$ cat src/rtl/lidar_gate_scheduler.sv
// Per-pulse range-gate sequencer for the lidar FFT datapath: trigger -> delay -> N gates,
// with pulse accumulation counting and a req/ack handoff of the finished spectrum.
module lidar_gate_scheduler #(
    parameter int unsigned GATE_CLKS = 512,
    parameter int unsigned GATE_W    = 8,
    parameter int unsigned ACC_W     = 16
) (
    input  logic              clk_i,
    input  logic              rst_n_i,
    input  logic              enable_i,
    input  logic              trig_i,
    input  logic [15:0]       trig_delay_i,
    input  logic [GATE_W-1:0] gate_num_i,
    input  logic [ACC_W-1:0]  acc_num_i,
    input  logic              rd_ack_i,
    output logic              data_en_o,
    output logic              frame_start_o,
    output logic              frame_last_o,
    output logic [GATE_W-1:0] gate_index_o,
    output logic              acc_first_o,
    output logic              rd_req_o,
    output logic              busy_o,
    output logic              trig_miss_o,
    output logic [15:0]       miss_cnt_o
);

    localparam int unsigned CNT_W = (GATE_CLKS > 1) ? $clog2(GATE_CLKS) : 1;
    localparam logic [CNT_W-1:0] CLK_LAST = CNT_W'(GATE_CLKS - 1);

    typedef enum logic [2:0] {StIdle, StArmed, StDelay, StGate, StReadout} state_e;

    state_e             state_q, state_d;
    logic               trig_q;
    logic [15:0]        dly_cnt_q, dly_cnt_d;
    logic [CNT_W-1:0]   clk_cnt_q, clk_cnt_d;
    logic [GATE_W-1:0]  gate_idx_q, gate_idx_d;
    logic [ACC_W-1:0]   pulse_cnt_q, pulse_cnt_d;
    logic [15:0]        dly_lat_q, dly_lat_d;
    logic [GATE_W-1:0]  gate_last_q, gate_last_d;
    logic [ACC_W-1:0]   acc_lat_q, acc_lat_d;
    logic [15:0]        miss_cnt_q, miss_cnt_d;

    logic               trig_edge, latch_cfg, missed, gate_on;
    logic [ACC_W-1:0]   pulse_inc;

    assign trig_edge = trig_i & ~trig_q;
    assign pulse_inc = pulse_cnt_q + ACC_W'(1);

    always_comb begin
        state_d     = state_q;
        dly_cnt_d   = dly_cnt_q;
        clk_cnt_d   = clk_cnt_q;
        gate_idx_d  = gate_idx_q;
        pulse_cnt_d = pulse_cnt_q;
        miss_cnt_d  = miss_cnt_q;
        dly_lat_d   = dly_lat_q;
        gate_last_d = gate_last_q;
        acc_lat_d   = acc_lat_q;
        latch_cfg   = 1'b0;
        missed      = 1'b0;

        unique case (state_q)
            StIdle: begin
                if (enable_i) begin
                    state_d     = StArmed;
                    latch_cfg   = 1'b1;
                    pulse_cnt_d = '0;
                    miss_cnt_d  = '0;
                end
            end
            StArmed: begin
                if (!enable_i) begin
                    state_d = StIdle;
                end else if (trig_edge) begin
                    clk_cnt_d  = '0;
                    gate_idx_d = '0;
                    dly_cnt_d  = dly_lat_q;
                    state_d    = (dly_lat_q == 16'd0) ? StGate : StDelay;
                end
            end
            StDelay: begin
                missed    = trig_edge;
                dly_cnt_d = dly_cnt_q - 16'd1;
                if (dly_cnt_q == 16'd1) begin
                    state_d = StGate;
                end
            end
            StGate: begin
                missed = trig_edge;
                if (clk_cnt_q == CLK_LAST) begin
                    clk_cnt_d = '0;
                    if (gate_idx_q == gate_last_q) begin
                        // Pulse complete; enable only matters once the pulse is finished.
                        pulse_cnt_d = pulse_inc;
                        if (pulse_inc == acc_lat_q) begin
                            state_d = StReadout;
                        end else if (!enable_i) begin
                            state_d = StIdle;
                        end else begin
                            state_d = StArmed;
                        end
                    end else begin
                        gate_idx_d = gate_idx_q + GATE_W'(1);
                    end
                end else begin
                    clk_cnt_d = clk_cnt_q + CNT_W'(1);
                end
            end
            StReadout: begin
                missed = trig_edge;
                if (rd_ack_i) begin
                    pulse_cnt_d = '0;
                    latch_cfg   = 1'b1;
                    state_d     = enable_i ? StArmed : StIdle;
                end
            end
            default: state_d = StIdle;
        endcase

        if (latch_cfg) begin
            dly_lat_d   = trig_delay_i;
            gate_last_d = (gate_num_i == '0) ? '0 : gate_num_i - GATE_W'(1);
            acc_lat_d   = (acc_num_i == '0) ? ACC_W'(1) : acc_num_i;
        end

        if (missed && (miss_cnt_q != 16'hFFFF)) begin
            miss_cnt_d = miss_cnt_q + 16'd1;
        end

        gate_on = (state_d == StGate);
    end

    always_ff @(posedge clk_i or negedge rst_n_i) begin
        if (!rst_n_i) begin
            state_q       <= StIdle;
            trig_q        <= 1'b0;
            dly_cnt_q     <= '0;
            clk_cnt_q     <= '0;
            gate_idx_q    <= '0;
            pulse_cnt_q   <= '0;
            dly_lat_q     <= '0;
            gate_last_q   <= '0;
            acc_lat_q     <= '0;
            miss_cnt_q    <= '0;
            data_en_o     <= 1'b0;
            frame_start_o <= 1'b0;
            frame_last_o  <= 1'b0;
            gate_index_o  <= '0;
            acc_first_o   <= 1'b0;
            rd_req_o      <= 1'b0;
            busy_o        <= 1'b0;
            trig_miss_o   <= 1'b0;
        end else begin
            state_q       <= state_d;
            trig_q        <= trig_i;
            dly_cnt_q     <= dly_cnt_d;
            clk_cnt_q     <= clk_cnt_d;
            gate_idx_q    <= gate_idx_d;
            pulse_cnt_q   <= pulse_cnt_d;
            dly_lat_q     <= dly_lat_d;
            gate_last_q   <= gate_last_d;
            acc_lat_q     <= acc_lat_d;
            miss_cnt_q    <= miss_cnt_d;
            // Outputs decode next state so they line up with the state they describe.
            data_en_o     <= gate_on;
            frame_start_o <= gate_on && (clk_cnt_d == '0);
            frame_last_o  <= gate_on && (clk_cnt_d == CLK_LAST);
            gate_index_o  <= gate_on ? gate_idx_d : '0;
            acc_first_o   <= gate_on && (pulse_cnt_d == '0);
            rd_req_o      <= (state_d == StReadout);
            busy_o        <= (state_d != StIdle);
            trig_miss_o   <= missed;
        end
    end

    assign miss_cnt_o = miss_cnt_q;

endmodule
$ cat config.mk
export PLATFORM = sky130hd
export DESIGN_NAME = lidar_gate_scheduler
export DESIGN_NICKNAME = d
export VERILOG_FILES = /design/src/rtl/lidar_gate_scheduler.sv
export SDC_FILE = /design/constraint.sdc
export NUM_CORES = 1
export LEC_CHECK = 0
export CAP_MARGIN = 40
export CORE_UTILIZATION = 23
export CTS_CLUSTER_SIZE = 30
export DETAILED_ROUTE_END_ITERATION = 6
export DONT_BUFFER_PORTS = 1
export RECOVER_POWER = 100
export SYNTH_ARGS = -nofsm -noshare
export SYNTH_HDL_FRONTEND = slang
export SYNTH_SLANG_ARGS = --single-unit
$ cat constraint.sdc
create_clock -name clk_i -period 3.35 [get_ports clk_i]
set_input_delay 1.005 -clock clk_i [delete_from_list [all_inputs] [get_ports clk_i]]
set_output_delay 1.005 -clock clk_i [all_outputs]
set_load 0.1 [all_outputs]
==> out/results.txt <==
Fin crit period -> 3.04 ns
PD cells -> 807 nW/um2
Drt wl/cell -> 15.3 um
RSZ-0062 raised after global routing -> false
Register area share after synthesis -> 48.1%
Seq cells post-synth -> 124
Gate Count Post-Synth -> 728
Crit-path max FO -> 9
Status -> completed
Post-CTS Setup Inserts -> 0
Final Routed Wirelength -> 17.5 mm
DR pass1 iterations -> 5
Fmax -> 329 MHz
HP Class -> primary input to asynchronous set/reset pin
Worst setup margin -> 0.308 ns
Final setup vio count -> 0
Post_cts resized -> 0
Comb power frac -> 29.9%
Setup TNS Final -> 0 ns
Final hold viol count -> 0
Skew final -> 0.00929 ns
Ys async rst share -> 100%
Initial antenna violation count -> 0
Layout cells sized above 1 -> 6.87%
Leak -> 0.00325 uW
Yosys warning count -> 0
FF-to-FF setup slack -> 0.31 ns
Final net count -> 811
Initial DRC count -> 477
Worst slew pin tran -> 1.36 ns
Top post-synthesis cells by area -> dfrtp_1, nand2_1, o21ai_0
Primary FF master, synth -> dfrtp_1
Boundary pin count -> 76
Data arrival time of the critical path -> 3.33 ns
Critical Path Start Type -> flip-flop
Max_cap viols -> 0
Sequential share of power -> 39.6%
Post-synth EDFFs -> 0
CTS Buffer Depth -> 2
Switch share -> 39.5%
Remaining Overflow, GRT -> 0
Vias -> 5,447
Top Usage Layer GRT -> met2
Setup CP Type -> flip-flop to flip-flop
Clk pwr share -> 30.5%
Total of fill cells in the finished design -> 2,919
Largest net degree at the start of global routing -> 125
Die ar. -> 28,700 um2
GP Congestion -> 0.855
Leading area contributor after synthesis -> dfrtp_1
Mean Syn Cell Area -> 8.86 um2
Met2 Track Usage GR -> 19.4%
Final Slew Violations -> 0
DP HPWL -> 12.5 mm
Number of library cell types mapped by synthesis -> 59
Die Width -> 169 um
Site Rows -> 60
Synth Cell Area -> 6450 um2
Final hold slack -> 0.290 ns
Worst r2r path cells -> 9
M1 GR Usage -> 16.9%
Clock sink count -> 124
P&R area growth vs syn -> 17.3%
Worst-Skew Late Latency -> 0.42 ns
Drt via density -> 4.77
Die height -> 169 um
CP Capture Type -> flip-flop
CP required -> 3.64 ns
Internal -> 3700 uW
Starting Density -> 23.7%
Clock root buffer -> clkbuf_16
Cts bufs inserted -> 17
Synth top area share -> 48.1%
DR DRC count -> 0
Tot GR Track Use -> 12.9%
CTS tree -> yes
Peak supply drop -> 407 uV
Fin crit share -> 90.8%
Syn nets -> 781
Slew headroom -> 9.01%
First-pass GRT wire length -> 28.8 mm
Met3 GRT Util -> 3.45%
Dpl ws -> 0.372 ns
Final Total Pwr -> 6110 uW
Final antenna-violating net count -> 0
Core Area -> 27,300 um2
Reg clk slew, reported paths -> 0.06 ns
Number of global-route vias before repair -> 5,393
Switching Power -> 2410 uW
CTS H-tree depth -> 4
PortBufs -> 0
Antenna diodes -> 0
Hold-fix buffers at CTS -> 0
-- metal layers --
layer / wire, um / part of all wire (%)
met5: 0 / 0
met4: 546 / 3.1
met3: 973 / 5.6
met2: 7860 / 45
met1: 8120 / 46
-- logic make-up (layout without fill, tap and decap cells) --
logic type / Yosys count / after routing / synth area share, %
muxes: 12 / 12 / 1.94
and+or+nand+nor: 363 / 363 / 26.4
DFF: 124 / 124 / 48.1
adders and majority gates: 8 / 8 / 1.55
AOI/OAI and AO/OA: 142 / 142 / 14.3
buffers and inverters: 41 / 84 / 2.50
xor gates and xnor gates: 38 / 38 / 5.16
-- power by group through the flow --
| stage | sequential (uW) | combinational, uW | clock (uW) |
|---|---|---|---|
| 4_1_cts | 2450 | 1990 | 1910 |
| 3_5_place_dp | 2470 | 1980 | 0 |
| 3_3_place_gp | 2630 | 1610 | 0 |
| 2_1_floorplan | 2580 | 1190 | 0 |
| 6_report | 2420 | 1820 | 1870 |
| 5_1_grt | 2480 | 2060 | 1970 |
-- sequential cells by signal (all words and copies together) (netlist names), 9 cells and up --
register	cells
dly_lat_q	16
pulse_cnt_q	16
acc_lat_q	16
miss_cnt_o	16
dly_cnt_q	16
clk_cnt_q	9
-- placed cells by master (no fill, tap or decap), drive strengths merged, types with 5 or more instances in the layout --
master,count
o21ai,61
or4,5
nand4,11
a31oi,9
and3,12
a21o,5
nor3,16
nand3,30
nor2b,7
ha,8
inv,15
xnor2,20
nor2,52
nor4,20
nand2,176
mux2i,8
dfrtp,124
a21oi,16
buf,9
or3,7
and2,15
xor2,18
o211ai,7
o31ai,7
a22o,6
clkinv,6
clkbuf,48
-- cells in the mapped netlist, types with 6 or more instances --
master / count
nand2_1: 175
dfrtp_1: 124
o21ai_0: 60
nor2_1: 52
nand3_1: 29
xnor2_1: 20
xor2_1: 18
nor4_1: 17
a21oi_1: 16
nor3_1: 16
and2_1: 15
clkbuf_1: 15
inv_1: 15
and3_1: 12
nand4_1: 11
a31oi_1: 9
ha_1: 8
mux2i_1: 8
nor2b_1: 7
o211ai_1: 7
a22o_1: 6
o31ai_1: 6
-- cell type report --
type	count	area (um2)	share of cell area (%)
inverter	15	56.3	0.744
timing repair buffer	37	173	2.28
sequential	124	3100	41.0
clock inverter	12	146	1.93
multi-input combinational	563	3180	42.0
clock buffer	20	447	5.90
tap	372	465	6.15
-- worst max-delay path, stage by stage (launching register included) --
cell and delay [ns]:
dfrtp_1 0.51, ha_1 0.33, and3_1 0.30, nand2_1 0.12, nor3_1 0.25, nor4b_1 0.27
o21ai_0 0.16, nor4_2 0.45, o21ai_1 0.14, or3_1 0.38
-- path summary, 6_finish.rpt --
kind / startpoint / end
min: rst_n_i / gate_index_o[4]$_DFF_PN0_
max reg2reg: pulse_cnt_q[0]$_DFF_PN0_ / busy_o$_DFF_PN0_
max: pulse_cnt_q[0]$_DFF_PN0_ / busy_o$_DFF_PN0_
min in group clk_i: acc_lat_q[2]$_DFFE_PN0P_ / acc_lat_q[2]$_DFFE_PN0P_
max in group asynchronous: rst_n_i / miss_cnt_o[1]$_DFFE_PN0P_
min reg2reg: acc_lat_q[2]$_DFFE_PN0P_ / acc_lat_q[2]$_DFFE_PN0P_
-- metrics by stage --
step | std cells | util, % | instance area, um2
after floorplan | 728 | - | 6450
after global placement | 1101 | 25.7 | 7010
after detailed placement | 1111 | 26.7 | 7290
after CTS | 1143 | 28.9 | 7880
after global routing | 1143 | 27.8 | 7570
final | 1143 | 27.8 | 7570
Note: power is estimated with default switching activity, not from simulation.
